`src/rtl/musa_gpio_capture.sv`:
```
// -----------------------------------------------------------------------------
// musa_gpio_capture
//
// Capture buffer for MUSA processor GPIO writes. Every rising edge of the
// processor GPIO write strobe pushes the GPIO word present in that cycle into
// a small FIFO. A host-side reader drains the FIFO over a valid/ready
// handshake. The read port is first-word-fall-through.
//
// Optional feature (macro GPIO_CAPTURE_DEDUP_EN): an event whose data equals
// the last non-suppressed event's data is suppressed (no push, no overflow).
//
// Parameters:
//   DATA_WIDTH  GPIO word width
//   DEPTH       FIFO entries (power of two, >= 2)
//   ADDR_W      pointer width, derived from DEPTH
//
// Ports:
//   clk         clock
//   rst_n       asynchronous active-low reset
//   gpio_i      processor GPIO data
//   we_gpio_i   processor GPIO write strobe (level, may be long)
//   clear_i     synchronous flush of contents, pointers and overflow flag
//   rd_data_o   head-of-FIFO word
//   rd_valid_o  rd_data_o holds an unread word
//   rd_ready_i  reader accepts the head word
//   count_o     number of stored words, 0..DEPTH
//   overflow_o  sticky: a capture was dropped because the FIFO was full
// -----------------------------------------------------------------------------
module musa_gpio_capture #(
    parameter int  DATA_WIDTH = 32,
    parameter int  DEPTH      = 8,
    localparam int ADDR_W     = $clog2(DEPTH)
) (
    input  logic                  clk,
    input  logic                  rst_n,
    input  logic [DATA_WIDTH-1:0] gpio_i,
    input  logic                  we_gpio_i,
    input  logic                  clear_i,
    output logic [DATA_WIDTH-1:0] rd_data_o,
    output logic                  rd_valid_o,
    input  logic                  rd_ready_i,
    output logic [ADDR_W:0]       count_o,
    output logic                  overflow_o
);

    localparam logic [ADDR_W:0] FULL_CNT = (ADDR_W + 1)'(DEPTH);

    logic [DATA_WIDTH-1:0] mem [DEPTH];
    logic [ADDR_W-1:0]     wr_ptr;
    logic [ADDR_W-1:0]     rd_ptr;
    logic [ADDR_W:0]       count_q;
    logic [ADDR_W:0]       count_d;
    logic                  we_q;
    logic                  overflow_q;

    logic                  evt;
    logic                  cand;
    logic                  full;
    logic                  pop;
    logic                  push;
    logic                  drop;

    // we_q resets high so a strobe already asserted at reset release is not
    // mistaken for a fresh rising edge.
    assign evt  = we_gpio_i & ~we_q;
    assign full = (count_q == FULL_CNT);
    assign pop  = rd_valid_o & rd_ready_i;

`ifdef GPIO_CAPTURE_DEDUP_EN
    logic [DATA_WIDTH-1:0] last_val;
    logic                  last_vld;
    logic                  dup;

    assign dup  = last_vld && (gpio_i == last_val);
    assign cand = evt & ~dup;

    always_ff @(posedge clk or negedge rst_n) begin
        if (!rst_n) begin
            last_vld <= 1'b0;
        end else if (clear_i) begin
            last_vld <= 1'b0;
        end else if (cand) begin
            last_vld <= 1'b1;
        end
    end

    // Loaded for every non-suppressed event, including ones dropped on
    // overflow, so a repeat of a dropped word is also suppressed.
    always_ff @(posedge clk) begin
        if (cand && !clear_i) begin
            last_val <= gpio_i;
        end
    end
`else
    assign cand = evt;
`endif

    // When full, a same-cycle pop frees the slot the push needs.
    assign push = cand & (~full | pop);
    assign drop = cand & full & ~pop;

    always_comb begin
        count_d = count_q;
        case ({push, pop})
            2'b10:   count_d = count_q + (ADDR_W + 1)'(1);
            2'b01:   count_d = count_q - (ADDR_W + 1)'(1);
            default: count_d = count_q;
        endcase
    end

    always_ff @(posedge clk or negedge rst_n) begin
        if (!rst_n) begin
            we_q       <= 1'b1;
            wr_ptr     <= '0;
            rd_ptr     <= '0;
            count_q    <= '0;
            overflow_q <= 1'b0;
        end else begin
            we_q <= we_gpio_i;
            if (clear_i) begin
                wr_ptr     <= '0;
                rd_ptr     <= '0;
                count_q    <= '0;
                overflow_q <= 1'b0;
            end else begin
                if (push) wr_ptr <= wr_ptr + ADDR_W'(1);
                if (pop)  rd_ptr <= rd_ptr + ADDR_W'(1);
                if (drop) overflow_q <= 1'b1;
                count_q <= count_d;
            end
        end
    end

    // Storage is not reset; its contents are unobservable while count is 0.
    always_ff @(posedge clk) begin
        if (push && !clear_i) begin
            mem[wr_ptr] <= gpio_i;
        end
    end

    assign rd_data_o  = mem[rd_ptr];
    assign rd_valid_o = (count_q != '0);
    assign count_o    = count_q;
    assign overflow_o = overflow_q;

endmodule

```
`config.mk`:
```
export PLATFORM = sky130hd
export DESIGN_NAME = musa_gpio_capture
export DESIGN_NICKNAME = d
export VERILOG_FILES = /design/src/rtl/musa_gpio_capture.sv
export SDC_FILE = /design/constraint.sdc
export NUM_CORES = 1
export LEC_CHECK = 0
export BUFFER_PORTS_ARGS = -buffer_cell sky130_fd_sc_hd__buf_2
export CAP_MARGIN = 40
export CORE_UTILIZATION = 54
export DETAILED_ROUTE_END_ITERATION = 10
export PLACE_DENSITY_LB_ADDON = 0.3
export SYNTH_ARGS = -nofsm -noshare
export SYNTH_HDL_FRONTEND = slang
export SYNTH_SLANG_ARGS = --single-unit
```
`constraint.sdc`:
```
create_clock -name clk -period 3.63 [get_ports clk]
set_input_delay 0.1815 -clock clk [delete_from_list [all_inputs] [get_ports clk]]
set_output_delay 0.1815 -clock clk [all_outputs]
set_load 0.02 [all_outputs]
```
==> results.md <==
- Largest fanout on the critical path: 33
- # port buffers: 74
- Slew at the pin closest to its max-slew limit: 0.691 ns
- Critical Path RT: 3.45 ns
- Nets@finish: about 630
- Area delta synth->final: 19.7%
- Pwr Density: 596 nW/um2
- Total number of H-tree levels: 1
- First-pass GRT wire length: 28.9 mm
- Avg Cell Area, Syn: between 20 and 25 um2
- Initial antenna violation count: 0
- Final wirelength: between 15 and 20 mm
- Arrival @ worst endpoint: between 2 and 3 ns
- Final-report setup violation count: 0
- Final slew viol count: 0
- Clock transition at path regs: 0.06 ns
- Chip width: between 100 and 150 um
- Post-synth net total: around 490
- P_leak: 4.06 nW
- Gr usage total: between 10% and 20%
- Vias in the first global route: a little over 5000
- Vias per inst: 5.81
- Post-DP HPWL: around 11 mm
- Top FF cell, synth: edfxtp_1
- Syn Inst Count: 453
- Top cell type's share of synthesized area: between 70% and 80%
- Core area: 18800 um2
- Max rail drop VDD: between 500 and 600 uV
- Number of max-cap violations: 0
- Setup_tns: 0 ns
- ANT cells: 0
- Post-route DRC: 0
- GPL Wtd Cong: 0.854
- Post-DRT Antenna Nets: 0
- Core Util, Final: around two thirds
- Num rows: 50
- Via count: around 5000
- Cell area after synthesis: approximately 10000 um2
- Outcome: finished clean
- Max Clock Freq: between 300 and 400 MHz
- RSZ-0062 raised after global routing: false
- Register area share after synthesis: just under 80%
- Clock Tree Buf Depth: 3
- Crit Path Category: register to output port
- Final Hold Fails: 0
- Clk Latency, worst-skew pair: approximately 0.52 ns
- Yosys synthesis warning count: 0
- DIE AREA: about 20000 um2
- Post-synth EDFFs: roughly 260
- Final Critical Period: 2.90 ns
- Critical Path Sink Type: output port
- Die H: 141 um
- Cts bufs inserted: 27
- Fin crit share: between 70% and 80%
- Yosys reg bits: approximately 270
- Grt total ovfl: 0
- Ports: 75
- Design Area, Final: about 12000 um2
- Synth area leader: edfxtp_1
- Layout cells sized above 1: between 40% and 50%
- Drt first pass iters: 4
- CTS Sinks: 268
- Startpoint types: register
- Synth cell types: 41
- Placed cell area: 11200 um2
- Skew final: between 0.01 and 0.015 ns
- Async SR Flop Fraction: around 4.5%
- Initial DRC count: 284
- Root Buffer: clkbuf_16
- Largest net degree at the start of global routing: 34
- Initial Util: a little under three fifths
- Hold Path Class: primary input to register
- Top cells by area, synth: edfxtp_1, mux4_2, mux2_2, dfrtp_1, nor2_1
- CTS tree: built
- Post-CTS Setup Bufs: 0
- Routed WL per cell: 22.2 um
- Slew Limit Headroom: a little over half
[stage by stage]
step	power, W	setup WS (ns)	hold WS (ns)	instances
after floorplan	0.00444	0.428	-0.114	453
after global placement	0.00470	0.876	0.0692	756
after detailed placement	0.00474	0.765	0.0805	757
after CTS	0.00747	0.657	0.0000737	838
after global routing	0.00767	0.577	0.00212	838
final	0.00741	0.733	0.0252	838
[layout make-up]
class	count	area, um2
clock buffer	35	706
clock inverter	11	161
fill	1236	6340
inverter	1	6.26
multi-input combinational	162	2350
sequential	268	8000
tap	234	293
timing repair buffer	127	913
[synthesized netlist by cell type (all sizes together), types with 3 or more instances]
library cell,number
mux2,33
dfrtp,11
clkbuf,13
edfxtp,256
a31oi,3
nor2,15
buf,9
nor3,5
o21ai,3
xor2,5
nand2b,3
ha,4
mux4,64
nand3,4
[state kept, by name, summed over array words and instances (netlist names)]
| register | count |
|---|---|
| count_o | 4 |
| mem | 256 |
| overflow_o | 1 |
| rd_ptr | 3 |
| we_q | 1 |
| wr_ptr | 3 |
[final timing paths]
path | startpoint | endpoint | slack, ns | depth (start not counted)
worst max-delay path | rd_ptr[0]$_DFFE_PN0P_ | rd_data_o[27] | 0.73 | 4
min in group asynchronous | rst_n | rd_ptr[2]$_DFFE_PN0P_ | 0.08 | 2
worst min-delay path | rd_ready_i | rd_ptr[1]$_DFFE_PN0P_ | 0.03 | 3
worst min register to register | overflow_o$_DFFE_PN0P_ | overflow_o$_DFFE_PN0P_ | 0.51 | 2
max in group asynchronous | rst_n | we_q$_DFF_PN1_ | 3.27 | 2
worst max register to register | count_o[1]$_DFFE_PN0P_ | mem[0][20]$_DFFE_PP_ | 0.77 | 5
[cells in the final DEF (no fill, tap or decap), types with 2 or more instances in the layout]
cell / synthesis / final
a21oi_1: 2 / 2
a31oi_1: 2 / 2
buf_12: 0 / 3
buf_2: 6 / 74
buf_4: 0 / 14
bufinv_16: 0 / 4
clkbuf_1: 13 / 8
clkbuf_16: 0 / 27
clkinv_1: 0 / 2
clkinv_2: 0 / 2
clkinvlp_4: 0 / 2
dfrtp_1: 11 / 8
dfrtp_2: 0 / 2
dlygate4sd3_1: 0 / 35
edfxtp_1: 256 / 256
ha_1: 4 / 4
mux2_2: 32 / 32
mux4_2: 64 / 64
nand2_1: 2 / 2
nand2b_1: 3 / 3
nand3_1: 3 / 3
nor2_1: 15 / 9
nor2_4: 0 / 6
nor2b_1: 2 / 2
nor3_1: 5 / 3
nor3_4: 0 / 2
o21ai_1: 2 / 2
or3_1: 2 / 2
xor2_1: 5 / 5
[power by group]
group | internal, W | total, W | switching, W
Sequential | 0.00344 | 0.00354 | 0.000105
Combinational | 0.000552 | 0.00115 | 0.000596
Clock | 0.00165 | 0.00271 | 0.00107
Total | 0.00564 | 0.00741 | 0.00177
[logic make-up after synthesis]
logic type,after synthesis,share of synthesized area (%)
AO/OA/AOI/OAI,15,1.34
XOR/XNOR,6,0.506
adder cells (fa/ha/maj),4,0.482
buffers and inverters,23,1.07
flip-flops,268,76.9
multiplexers,98,17.6
AND/OR/NAND/NOR,39,2.10
[critical path, cell delays in order, from the launching register on]
cell,delay (ns)
dfrtp_4,0.86
buf_12,0.30
mux4_2,0.56
mux2_2,0.30
buf_2,0.16
[layer usage]
layer  track usage (%)  part of all wire [%]  routed length (um)  up-vias
met2              32.0                    49                9060      135
met1              28.1                    45                8430     2545
li1                  -                     -                   -     2169
met5                 0                     0                   0        -
met3              3.33                   4.7                 866       22
met4              4.35                   1.3                 238        0
[what timing repair did]
item / 4_1_cts / 5_1_grt
gates resized for setup: 0 / 0
hold endpoints to repair: 271 / 0
endpoints found under the setup margin: 0 / 0
hold buffers: 35 / 0
Note: power is estimated with default switching activity, not from simulation.
